**src/rtl/clfsr_pkg.sv**
```systemverilog
// Shared types and constants for the chaos-LFSR key generator.
package clfsr_pkg;

  typedef enum logic [1:0] {
    IDLE   = 2'd0,
    WARMUP = 2'd1,
    RUN    = 2'd2
  } state_t;

  localparam logic [15:0] LFSR_MASK    = 16'hB400;
  localparam logic [15:0] SEED_DEFAULT = 16'hACE1;
  localparam logic [15:0] X_DEFAULT    = 16'h0001;

  // Chaos state is Q0.16, r is Q2.14, product x*(1-x) is 33 bits wide
  localparam int X_W    = 16;
  localparam int R_W    = 16;
  localparam int R_FRAC = 14;
  localparam int P_W    = 2*X_W + 1;
  localparam int CNT_W  = 8;

  function automatic logic [15:0] lfsr_seed(input logic [15:0] s);
    return (s == '0) ? SEED_DEFAULT : s;
  endfunction

endpackage

```
**src/rtl/clfsr_lfsr16.sv**
```systemverilog
// One Galois right-shift step of a 16-bit LFSR, optional XOR mix-in, and
// a guard that keeps the register out of the all-zero lock-up state.
module clfsr_lfsr16
  import clfsr_pkg::*;
(
  input  logic [15:0] cur,
  input  logic [15:0] mix,
  output logic [15:0] nxt
);

  logic [15:0] stepped;
  logic [15:0] mixed;

  always_comb begin
    stepped = (cur >> 1) ^ (cur[0] ? LFSR_MASK : 16'h0000);
    mixed   = stepped ^ mix;
    nxt     = (mixed == '0) ? SEED_DEFAULT : mixed;
  end

endmodule

```
**src/rtl/clfsr_keygen.sv**
```systemverilog
// Key-byte generator: three Galois LFSRs, optionally mixed with a logistic map.
// Define CLFSR_CHAOS_EN to build the chaos map, perturbation and output mixing.
module clfsr_keygen
  import clfsr_pkg::*;
#(
  parameter int          WARMUP_CYCLES  = 64,
  parameter int          PERTURB_PERIOD = 16,
  parameter logic [15:0] R_COEF         = 16'hF8F5
) (
  input  logic        clk,
  input  logic        rst,
  input  logic        seed_valid,
  input  logic [15:0] seed_r,
  input  logic [15:0] seed_g,
  input  logic [15:0] seed_b,
  input  logic [15:0] seed_x,
  input  logic        advance,
  output logic        Key_ready,
  output logic [7:0]  R_random,
  output logic [7:0]  G_random,
  output logic [7:0]  B_random
);

  localparam logic [CNT_W-1:0] WARM_LAST = CNT_W'(WARMUP_CYCLES - 1);

  state_t               state, state_nxt;
  logic                 step;
  logic [CNT_W-1:0]     warm_cnt;
  logic [2:0][15:0]     seed;
  logic [2:0][15:0]     lfsr;
  logic [2:0][15:0]     lfsr_nxt;
  logic [15:0]          mix;

  assign seed = {seed_b, seed_g, seed_r};

  // FSM: state register
  always_ff @(posedge clk or posedge rst) begin
    if (rst) state <= IDLE;
    else     state <= state_nxt;
  end

  // FSM: next state; a seed strobe restarts from any state
  always_comb begin
    state_nxt = state;
    if (seed_valid) begin
      state_nxt = WARMUP;
    end else begin
      case (state)
        WARMUP:  if (warm_cnt == WARM_LAST) state_nxt = RUN;
        default: state_nxt = state;
      endcase
    end
  end

  // FSM: outputs
  always_comb begin
    Key_ready = (state == RUN);
    step      = !seed_valid && ((state == WARMUP) || (state == RUN && advance));
  end

  for (genvar i = 0; i < 3; i++) begin : g_ch
    clfsr_lfsr16 u_lfsr (
      .cur (lfsr[i]),
      .mix (mix),
      .nxt (lfsr_nxt[i])
    );
  end

  always_ff @(posedge clk or posedge rst) begin
    if (rst) begin
      lfsr     <= {3{SEED_DEFAULT}};
      warm_cnt <= '0;
    end else if (seed_valid) begin
      for (int i = 0; i < 3; i++) lfsr[i] <= lfsr_seed(seed[i]);
      warm_cnt <= '0;
    end else if (step) begin
      lfsr <= lfsr_nxt;
      if (state == WARMUP) warm_cnt <= warm_cnt + 1'b1;
    end
  end

`ifdef CLFSR_CHAOS_EN
  localparam logic [CNT_W-1:0] PERT_LAST = CNT_W'(PERTURB_PERIOD - 1);

  logic [X_W-1:0]   x;
  logic [X_W-1:0]   x_step;
  logic [X_W-1:0]   x_nxt;
  logic [P_W-1:0]   p;
  logic [2*R_W-1:0] t;
  logic [CNT_W-1:0] pert_cnt;
  logic             perturb;
  logic             unused_bits;

  // x_next = r * x * (1 - x), realigned from Q2.14 * Q0.16 back to Q0.16
  always_comb begin
    p       = {17'd0, x} * (33'h1_0000 - {17'd0, x});
    t       = {16'd0, R_COEF} * {16'd0, p[31:16]};
    x_step  = t[R_FRAC+X_W-1:R_FRAC];
    x_nxt   = (x_step == '0) ? X_DEFAULT : x_step;
    perturb = (state == RUN) && step && (pert_cnt == PERT_LAST);
    mix     = perturb ? x : 16'h0000;
  end

  assign unused_bits = ^{p[32], p[15:0], t[31:30], t[13:0]};

  always_ff @(posedge clk or posedge rst) begin
    if (rst) begin
      x        <= X_DEFAULT;
      pert_cnt <= '0;
    end else if (seed_valid) begin
      x        <= (seed_x == '0) ? X_DEFAULT : seed_x;
      pert_cnt <= '0;
    end else if (step) begin
      x <= x_nxt;
      if (state == RUN) pert_cnt <= perturb ? '0 : pert_cnt + 1'b1;
    end
  end

  always_comb begin
    R_random = lfsr[0][7:0] ^ x[15:8];
    G_random = lfsr[1][7:0] ^ x[7:0];
    B_random = lfsr[2][7:0] ^ x[15:8] ^ x[7:0];
  end
`else
  logic unused_seed_x;

  assign unused_seed_x = ^seed_x;
  assign mix           = 16'h0000;

  always_comb begin
    R_random = lfsr[0][7:0];
    G_random = lfsr[1][7:0];
    B_random = lfsr[2][7:0];
  end
`endif

endmodule
```
**config.mk**
```make
export PLATFORM = sky130hd
export DESIGN_NAME = clfsr_keygen
export DESIGN_NICKNAME = d
export VERILOG_FILES = /design/src/rtl/clfsr_pkg.sv /design/src/rtl/clfsr_lfsr16.sv /design/src/rtl/clfsr_keygen.sv
export SDC_FILE = /design/constraint.sdc
export NUM_CORES = 1
export LEC_CHECK = 0
export CORE_MARGIN = 3
export CORE_UTILIZATION = 34
export DETAILED_ROUTE_END_ITERATION = 10
export PLACE_DENSITY = 0.67
export SLEW_MARGIN = 5
export SYNTH_ARGS = -nofsm -noshare
export SYNTH_HDL_FRONTEND = slang
export SYNTH_SLANG_ARGS = --single-unit
export TNS_END_PERCENT = 10
```
**constraint.sdc**
```tcl
create_clock -name clk -period 4.6 [get_ports clk]
set_input_delay 0.46 -clock clk [delete_from_list [all_inputs] [get_ports clk]]
set_output_delay 0.46 -clock clk [all_outputs]
set_load 0.05 [all_outputs]
```
==> run metrics, run 1 <==
status completed; Non-Filler Instances 528; Flop pwr share 45.9%; Crit Path Max Fanout 9; Crit path largest cell delay 0.84 ns; clock power share 32.8%; DP Cell Count 512; synthesized cell area 3300 um^2; Die H 104 um; final setup fails 0; Rel. slew slack 40.9%; Worst Clk Skew 0.0121 ns; 1st-pass router iterations 4; net load switching power 0.000426 W; DRT iter0 DRCs 88; Synth Area per Inst 9.47 um^2; cts repair resizes 0; RePlAce Congestion 0.794; synth top area cells dfrtp_1, dfstp_2, mux2i_1, o21ai_0, buf_4; count of cell types in the netlist 37; # diodes 0; setup TNS 0 ns; Setup CP Type reg -> out; Setup crit start kind flip-flop; most frequent cell after synthesis nand2_1; yosys warns 0; first-pass GRT wire length 13,500 um; CTS tree yes; Initial Util 35.3%; number of flops mapped to enable cells by yosys 0; nets 463; Hold Vio Cnt, Final 0; post-CTS setup buffers 0; Pwr Density 331 nW/um^2; vias in the first global route 2,811; Post-synth top cells nand2_1, o21ai_0, dfrtp_1; WP data arrival 1.83 ns; largest net degree at the start of global routing 97; vias per cell 5.17; CP cell instances clkdlybuf4s50_1; Peak VDD IR 0.000140 V; Final ANT Viol Nets 0; Crit path required time 4.14 ns; Slew Viols, Final 0; core area 9330 um^2; delay-heaviest family, CP buffers and inverters; Gate power share 21.3%; Synth area leader dfrtp_1; top cell type's share of synthesized area 25.8%; Int Power 0.000953 W; RSZ-0062 raised after global routing no; WL/cell 14.9 um; drt total wl 7880 um; Post-Synthesis Net Count 417; Synth Instances 348; Die ar. 10,900 um^2; fillers 915; final worst-path cycle share 49.9%; row count 35; Die Width 104 um; via count 2,732; layout cell share with drive strength beyond 1 14.0%; slowest cell on the critical path clkdlybuf4s50_1; CTS Root Cell clkbuf_8; Tmin final 2.29 ns; clock latency on the worst-skew pair 0.33 ns; switch share 30.9%; FF+latch count, synth 58; TritonCTS buffer count 9; Worst Max-Slew Pin Slew 0.887 ns; IO buf count 76; worst hold-check path type in -> async; Fmax achieved 436 MHz; Placed Area 3980 um^2; Reg clk slew, reported paths 0.07 ns; Top Ports 93; Tot GR Track Use 15.2%; clk sinks 58; post-route cell area 4160 um^2; Critical path buffers and inverters 1; grt total ovfl 0; post-DP HPWL 5550 um; Longest Clk Path Bufs 2; CTS H-tree depth 3; register area share after synthesis 45.0%; Crit. End Element primary output; DR DRC count 0; Post-synth ARST share 100%; initial antenna violation count 0; leakage 1.60 nW; max-cap viol count 0; Post-synth top flop dfrtp_1; cts hold-fix bufs 0; P&R area growth vs syn 26.3%
==> power by group through the flow <==
stage	registers, W	logic [W]	clock network [W]
global route	0.000644	0.000318	0.000488
finish	0.000633	0.000294	0.000453
global placement	0.000639	0.000292	0
floorplan	0.000620	0.000221	0
detailed placement	0.000642	0.000297	0
CTS	0.000633	0.000298	0.000470
==> cell usage in the layout (no fill, tap or decap), types with 2 or more instances in the layout <==
master,Yosys,layout
a211oi_1,9,8
a21oi_1,12,12
a22o_1,8,8
a41o_1,3,3
and3_1,2,2
buf_4,24,3
clkbuf_8,0,9
clkdlybuf4s50_1,0,75
clkinv_2,0,4
dfrtp_1,34,34
dfstp_2,24,24
inv_1,11,10
mux2i_1,22,22
nand2_1,42,42
nand4_1,6,6
nor2_1,27,27
nor2b_1,2,2
nor4_1,19,19
o21ai_0,38,38
o22ai_1,8,8
o31ai_2,8,8
or4_1,2,2
xnor2_1,5,5
xor2_1,10,10
==> final timing paths <==
check | from | endpoint | slack (ns) | cells past startpoint
max in group asynchronous | rst | B_random[5] | 3.24 | 3
setup / recovery | G_random[0] | G_random[0] | 2.31 | 1
setup reg to reg | G_random[2] | lfsr[26] | 2.47 | 4
hold reg to reg | lfsr[42] | lfsr[42] | 0.49 | 2
hold / removal | rst | lfsr[44] | 0.48 | 2
min in group clk | lfsr[42] | lfsr[42] | 0.49 | 2
==> sequential cells by signal, summed over array words and instances (netlist names) <==
| name | cells |
|---|---|
| B_random | 8 |
| G_random | 8 |
| R_random | 8 |
| lfsr | 24 |
| state | 2 |
| warm_cnt | 8 |
==> metrics by stage <==
step	power [W]	hold WS, ns	worst slack [ns]	utilization (%)
finish	0.00138	0.483	2.31	44.6
global route	0.00145	0.516	2.23	44.6
CTS	0.00140	0.491	2.28	44.6
detailed placement	0.000939	0.484	2.29	42.7
global placement	0.000932	0.478	2.32	42.7
floorplan	0.000841	0.464	2.54	-
==> routing by layer <==
layer  share of wire [%]  wire length (um)  track usage [%]  vias up
li1                    -                 -                -     1324
met1                  45              3550             19.9     1333
met2                  48              3810             24.6       69
met3                 5.9               463             4.35        6
met4                0.82                65             4.08        0
met5                   0                 0                0        -
==> kinds of logic after synthesis <==
family	count (synthesis)	synth area share, %
xor+xnor	15	3.99
fa+ha+maj	1	0.380
buf+inv	55	9.42
compound gates	92	19.2
mux	22	6.68
flops	58	45.0
simple gates	105	15.3
==> final cells by class <==
cell class / instances / area [um^2] / share of cell area (%)
timing repair buffer: 79 / 778 / 18.7
multi-input combinational: 235 / 1520 / 36.4
inverter: 11 / 41.3 / 0.992
tap: 129 / 161 / 3.88
sequential: 58 / 1480 / 35.6
clock buffer: 10 / 128 / 3.06
clock inverter: 6 / 57.6 / 1.38
No activity file was read; power rests on OpenSTA's default activity.
==> run 2: changes to the inputs <==
==> constraint.sdc (replaced) <==
create_clock -name clk -period 2.3 [get_ports clk]
set_input_delay 0.23 -clock clk [delete_from_list [all_inputs] [get_ports clk]]
set_output_delay 0.23 -clock clk [all_outputs]
set_load 0.05 [all_outputs]
==> run 2 against run 1 <==
First-iteration DRC count is 11% lower. Clock-buffer cell count is 1 higher. Non-clock buffer count is 4 higher. Highest routed layer unchanged. Clock skew is 0.0042 ns lower. Worst setup slack worse by 2.1 ns. Via count is 1.5% lower. Routed wire length is 1.3% higher. Core utilization is 0.95 points higher. Critical path type is now reg -> reg.
==> run metrics, run 2 (synthesized netlist as in run 1, its figures left out) <==
switch share 29.5% (-1.4 points); drt total wl 7980 um (+1.3%); Flop pwr share 43.5% (-2.4 points); Crit Path Max Fanout 8 (-1); CTS tree yes; first-pass GRT wire length 13,300 um (-1.2%); cts hold-fix bufs 0 (unchanged); clock latency on the worst-skew pair 0.33 ns (about the same); CP startpoint G_random[2]; 1st-pass router iterations 4 (unchanged); cts repair resizes 0 (unchanged); Pwr Density 685 nW/um^2 (+110%); layout cell share with drive strength beyond 1 14.9% (+0.85 points); Worst Max-Slew Pin Slew 0.711 ns (-0.176 ns); TritonCTS buffer count 9 (unchanged); vias per cell 5.06 (-2.2%); CP cell instances or4_1 -> a2111oi_4 -> a211oi_1 -> o31ai_2; IO buf count 76 (unchanged); Final ANT Viol Nets 0 (unchanged); RePlAce Congestion 0.787 (-0.78%); WL/cell 15.0 um (+0.55%); CTS H-tree depth 3 (unchanged); Largest register FFs 24 (unchanged); Rel. slew slack 52.0% (+11 points); core area 9330 um^2 (unchanged); Reg clk slew, reported paths 0.07 ns (about the same); # diodes 0 (unchanged); Initial Util 35.3% (unchanged); net load switching power 0.000859 W (+100%); Int Power 0.00205 W (+120%); nets 467 (+0.86%); Longest Clk Path Bufs 2 (unchanged); row count 35 (unchanged); Setup crit start kind flip-flop; CTS Root Cell clkbuf_8; leakage 1.64 nW (+2.5%); DRT iter0 DRCs 78 (-11%); Die ar. 10,900 um^2 (unchanged); Setup WS pre-CTS 0.204 ns (-2.08 ns); worst hold-check path type in -> async; clk sinks 58 (unchanged); max-cap viol count 0 (unchanged); Tot GR Track Use 14.8% (-0.37 points); Top Ports 93 (unchanged); DR DRC count 0 (unchanged); Worst Clk Skew 0.00793 ns (-0.00419 ns); commonest non-fill, non-tap cell in the layout clkdlybuf4s50_1; Final WS setup 0.185 ns (-2.12 ns); Crit path largest cell delay 0.59 ns (-0.25 ns); via count 2,691 (-1.5%); Die Width 104 um (unchanged); status completed; largest net degree at the start of global routing 65 (-33%); post-DP HPWL 5720 um (+3.1%); Slew Viols, Final 0 (unchanged); vias in the first global route 2,707 (-3.7%); post-CTS setup buffers 0 (unchanged); Hold Vio Cnt, Final 0 (unchanged); slowest cell on the critical path or4_1; Crit path required time 2.54 ns (-1.60 ns); RSZ-0062 raised after global routing no; Gate power share 20.4% (-0.9 points); setup TNS 0 ns (unchanged); Die H 104 um (unchanged); commonest non-fill, non-tap cells in the layout clkdlybuf4s50_1, nand2_1, o21ai_0, dfrtp_1, nor2_1; Crit. End Element flip-flop; WP data arrival 2.36 ns (+0.53 ns); fillers 917 (+0.22%); Setup CP Type reg -> reg; P&R area growth vs syn 29.0%; Peak VDD IR 0.000370 V (+160%); initial antenna violation count 0 (unchanged); clock power share 36.1% (+3.3 points); Fmax achieved 473 MHz; final setup fails 0 (unchanged); Tmin final 2.12 ns; grt total ovfl 0 (unchanged); final worst-path cycle share 92.0%; most flop-heavy register lfsr; Reg-to-Reg Start G_random[2]
[run 2: cell count changes in the layout (fill, tap and decap cells not counted)]
| cell | change |
|---|---|
| clkinv_2 | -2 |
| bufinv_16 | +1 |
| clkbuf_8 | +1 |
| buf_4 | +2 |
| buf_12 | +2 |
[run 2: worst paths after layout]
kind	to	cells past startpoint	slack [ns]
setup / recovery	lfsr[26]	4	0.18
hold / removal	lfsr[44]	2	0.26
setup reg to reg	lfsr[26]	4	0.18
hold reg to reg	lfsr[42]	2	0.49
max in group asynchronous	lfsr[11]	3	1.40
min in group clk	lfsr[13]	5	0.47
[run 2: per-layer routing]
| layer | track usage, % | wire length [um] | part of all wire [%] |
|---|---|---|---|
| met1 | 19.6 | 3700 | 46 |
| met2 | 23.7 | 3800 | 48 |
| met3 | 3.66 | 408 | 5.1 |
| met4 | 4.84 | 71 | 0.89 |
| met5 | 0 | 0 | 0 |
[run 2: cell type report]
cell class | count | area, um^2 | area share, %
well taps | 129 | 161 | 3.80
clock buffers | 11 | 141 | 3.32
multi-input cells | 235 | 1520 | 35.7
clock inverters | 5 | 77.6 | 1.82
repair buffers | 83 | 833 | 19.6
flip-flops and latches | 58 | 1480 | 34.8
inverters | 11 | 41.3 | 0.971
[run 2: metrics by stage]
| step | power (W) | utilization, % | instances | area [um^2] | hold slack (ns) |
|---|---|---|---|---|---|
| after floorplan | 0.00168 | - | 348 | 3300 | 0.401 |
| after global placement | 0.00187 | 43.2 | 516 | 4030 | 0.477 |
| after detailed placement | 0.00188 | 43.2 | 516 | 4030 | 0.483 |
| after CTS | 0.00295 | 45.6 | 532 | 4250 | 0.262 |
| after global routing | 0.00305 | 45.6 | 532 | 4250 | 0.305 |
| final | 0.00291 | 45.6 | 532 | 4250 | 0.258 |
[run 2: worst max-delay path, delay by kind of cell (launching register included)]
family           cells  cell delay, ns
flip-flops           1            0.41
AND/OR/NAND/NOR      1            0.59
AO/OA/AOI/OAI        3            1.03
[run 2: power groups by stage]
stage | combinational, W | sequential [W] | clock (W)
6_report | 0.000594 | 0.00127 | 0.00105
5_1_grt | 0.000638 | 0.00128 | 0.00112
4_1_cts | 0.000600 | 0.00127 | 0.00108
3_5_place_dp | 0.000599 | 0.00128 | 0
3_3_place_gp | 0.000592 | 0.00128 | 0
2_1_floorplan | 0.000442 | 0.00124 | 0
==> edit 1 (settings of run 2) <==
Set the package constant `CNT_W` to 6 (it was 8).
--- a/src/rtl/clfsr_pkg.sv
+++ b/src/rtl/clfsr_pkg.sv
@@ -17,5 +17,5 @@
   localparam int R_FRAC = 14;
   localparam int P_W    = 2*X_W + 1;
-  localparam int CNT_W  = 8;
+  localparam int CNT_W  = 6;
 
   function automatic logic [15:0] lfsr_seed(input logic [15:0] s);
Behaviour: no difference found for any inputs over 10 cycles, from zero or initial values and one cycle with rst high; that may be too few to reach the edited logic, so the function may still have changed.
==> edit 1 against run 2 <==
- hold slack gained 0.054 ns
- design area shrank 2.2%
- die area shrank 2.2%
- sequential cell count shrank 2
- setup slack lost 0.018 ns
- routed wire length shrank 3.7%
- utilization grew 0.75 points
- sequential share of layout area shrank 0.43 points
- synthesized area shrank 2.3%
- total power shrank 7.5%
- clock power shrank 17%
- final cell count shrank 4.5%
- highest routed layer unchanged
==> edit 1: results (changes against run 2) <==
- Pre-CTS WS: 0.0826 ns (-0.122 ns)
- Count of distinct cell types in the synthesized netlist: 33 (-11%)
- Static Leak: 1.52 nW (-7.8%)
- Inst Count DP: 500 (-3.1%)
- Htree depth: 2 (-1)
- Outcome: completed
- Cells after synthesis: 331 (-4.9%)
- Vias per cell: 5.08 (+0.48%)
- Filler Cell Count: 852 (-7.1%)
- Least-Margin Pin Slew: 0.613 ns (-0.0982 ns)
- XOR/XNOR Fraction of Synth Area: 0.0381 (-0.00179)
- Synth Area in Adders: 0.00389 (+0.0000885)
- Clock transition at path regs: 0.11 ns (+0.04 ns)
- Worst-Skew Late Latency: 0.31 ns (-0.02 ns)
- Final setup skew: 0.0135 ns (+0.00559 ns)
- Synth Area in Compound Gates: 0.194 (+0.00177)
- Avg WL per Cell: 15.1 microns (+0.87%)
- Placed inst area: 4000 sq um (-0.81%)
- CTS Buf Count: 5 (-4)
- Gp weighted congestion: 0.767 (-2.6%)
- Max IR drop VDD: 0.278 mV (-25%)
- Post-synth top cells: 50 x nand2_1, 32 x dfrtp_1, 32 x o21ai_0
- Reg2reg setup slack: 0.17 ns (-0.02 ns)
- Setup crit start: G_random[1]
- RR Endpoint: lfsr[31]
## edit 1: cell type report
class / count / area (sq um) / area share
repair buffers: 87 / 876 / 0.211
flip-flops and latches: 56 / 1430 / 0.344
clock buffers: 5 / 68.8 / 0.0165
clock inverters: 3 / 90.1 / 0.0217
well taps: 126 / 158 / 0.0379
multi-input cells: 229 / 1530 / 0.368
inverters: 2 / 7.51 / 0.00180
## edit 1: layer usage
layer	GRT usage	wire length, microns	up-vias
met3	0.0262	359	5
met1	0.193	3570	1234
li1	-	-	1276
met2	0.250	3700	67
met4	0.0398	60	0
met5	0	0	-
## edit 1: where the power goes
part / switching, mW / total (mW) / internal [mW]
combinational: 0.332 / 0.597 / 0.265
sequential: 0.109 / 1.23 / 1.12
clock: 0.325 / 0.870 / 0.544
total: 0.766 / 2.69 / 1.93
## edit 1: critical path, cell delays in order, from the launching register on
cell and delay [ns]:
dfrtp_1 0.42, or4_1 0.62, a2111oi_4 0.59, a211oi_1 0.17, o31ai_2 0.26
==> edit 2 (settings of run 2) <==
Made on the original files. Re-encode `state_t` (3 states) as one-hot, 3 bits wide.
--- a/src/rtl/clfsr_pkg.sv
+++ b/src/rtl/clfsr_pkg.sv
@@ -2,8 +2,8 @@
 package clfsr_pkg;
 
-  typedef enum logic [1:0] {
-    IDLE   = 2'd0,
-    WARMUP = 2'd1,
-    RUN    = 2'd2
+  typedef enum logic [2:0] {
+    IDLE   = 3'b001,
+    WARMUP = 3'b010,
+    RUN    = 3'b100
   } state_t;
 
Function: no difference found for any inputs over 10 cycles, from zero or initial values and one cycle with rst high; not proved beyond that.
==> edit 2 against run 2 <==
- routed wire length rose by 1.3%
- synthesized area increased by 1.0%
- via count shrank 1.6%
- maximum frequency up 0.72%
- setup slack better by 0.015 ns
- design area fell by 0.47%
- final cell count decreased by 6.0%
- total power is 3.1% lower
- sequential cell count increased by 1
- count of clock-buffer cells in the layout is 3 higher
- synthesized cell count shrank 9.2%
- die area is 0.96% higher
- clock power decreased by 9%
- critical path type is now reg2out
- critical endpoint is now Key_ready
- largest cell class is now sequential cells
==> edit 2: results (changes against run 2) <==
- Outcome: completed
- Static Leak: 1.60 nW (-3.0%)
- Seq/Total Area, Yosys: 0.453 (+0.00333)
- Max IR drop VDD: 0.254 mV (-31%)
- CP max stage cell: clkdlybuf4s50_1
- Initial detailed-routing violation count: 76 (-2.6%)
- Post-synth top cells: 34 x dfrtp_1, 26 x buf_4, 25 x dfstp_2
- Via Count: 2,647 (-1.6%)
- CTS Buf Count: 9 (unchanged)
- Count of distinct cell types in the synthesized netlist: 48 (+30%)
- Setup crit start: state[2]
- Reg2reg setup slack: 0.53 ns (+0.35 ns)
- Most flops, register: lfsr
- CP max FO: 4 (-4)
- Clock transition at path regs: 0.06 ns
- Most common cell after layout, fill and taps aside: clkdlybuf4s50_1
- Top delay family on crit path: buffers and inverters
- Largest net degree at the start of global routing: 69 (+6.2%)
- CTS Buffer Depth: 2 (unchanged)
- Placed inst area: 4040 sq um (about the same)
- Worst r2r src: state[1]
- Root Buffer: clkbuf_8
- N_diodes: 0 (unchanged)
- Final setup skew: 0.0138 ns (+0.00583 ns)
- Least-Margin Pin Slew: 0.884 ns (+0.172 ns)
- Top_reg_cell synth: dfrtp_1
- Worst path max stage delay: 0.84 ns (+0.25 ns)
- Cell area after layout: 4230 sq um (-0.47%)
- Gp weighted congestion: 0.824 (+4.7%)
- Initial antenna violation count: 0 (unchanged)
- Post-Syn Nets: 385 (-7.7%)
- First-pass GRT wire length: 13,700 microns (+3.1%)
- Hold Path Class: in2async
- Share of layout cells above drive strength 1: 0.154 (+0.00476)
- Drt pass-1 iters: 5 (+1)
- Top cells by area, synth: dfrtp_1 26%, dfstp_2 20%, buf_4 5.9%
- Vias in the first global route: 2,702 (-0.18%)
- RR Endpoint: G_random[7]
- Final slew viol count: 0 (unchanged)
- Worst-Skew Late Latency: 0.33 ns (about the same)
- Worst r2r path cells: 5 (+1)
- Htree depth: 3 (unchanged)
- Postcts setup bufs: 0 (unchanged)
- Inst Count DP: 484 (-6.2%)
- Port bufs: 76 (unchanged)
- Pre-CTS WS: 0.209 ns (+0.00493 ns)
- Filler Cell Count: 894 (-2.5%)
- YS warnings: 0 (unchanged)
- Final #Nets: 435 (-6.9%)
- Post-synthesis average cell area: 10.5 sq um (+11%)
- Ys async rst share: 1.00 (unchanged)
- Final wirelength: 8090 microns (+1.3%)
- Number of flip-flops in the largest register: 24 (unchanged)
- Hpwl dp: 5870 microns (+2.5%)
- Fin Hold WS: 0.244 ns (-0.0148 ns)
- Gr usage total: 0.153 (+0.00527)
- Vias per cell: 5.29 (+4.7%)
- Arr. time, crit path: 1.87 ns (-0.49 ns)
==> edit 2: layout make-up <==
| type | count | share of cell area |
|---|---|---|
| repair buffers | 84 | 0.202 |
| well taps | 129 | 0.0381 |
| flip-flops and latches | 59 | 0.356 |
| clock buffers | 14 | 0.0384 |
| inverters | 3 | 0.00266 |
| multi-input cells | 209 | 0.355 |
| clock inverters | 2 | 0.00828 |
==> edit 2: kinds of logic (layout without fill, tap and decap cells) <==
kind of cell,Yosys count,in the layout,share of synthesized area
flip-flops,59,59,0.453
multiplexers,15,15,0.0455
AND/OR/NAND/NOR,99,99,0.173
AO/OA/AOI/OAI,79,79,0.189
XOR/XNOR,15,15,0.0395
adder cells (fa/ha/maj),1,1,0.00376
buffers and inverters,48,103,0.0962
==> edit 2: metal layers <==
metal,part of all wire,wire length [microns],vias up,track usage
met4,0.014,116,0,0.0459
li1,-,-,1283,-
met5,0,0,-,0
met2,0.45,3600,65,0.225
met1,0.50,4010,1286,0.218
met3,0.045,364,13,0.0451
==> edit 2: worst max-delay path by stage <==
stage	end	slack [ns]	cells after the start
finish	Key_ready	0.20	3
global placement	B_random[0]	0.18	6
global route	Key_ready	0.03	3
detailed placement	B_random[0]	0.21	6
floorplan	Key_ready	0.52	2
CTS	Key_ready	0.14	3
==> edit 2: report_power, final <==
group / total (mW) / switching, mW / internal, mW
Sequential: 1.28 / 0.107 / 1.17
Combinational: 0.592 / 0.326 / 0.266
Clock: 0.955 / 0.395 / 0.560
Total: 2.82 / 0.828 / 2.00
==> edit 2: worst reg2reg max path, cell delays in order (launching register included) <==
cell and delay [ns]:
dfrtp_1 0.43, nand3b_1 0.27, a21oi_2 0.27, or2_1 0.31
buf_4 0.23, o221a_1 0.20
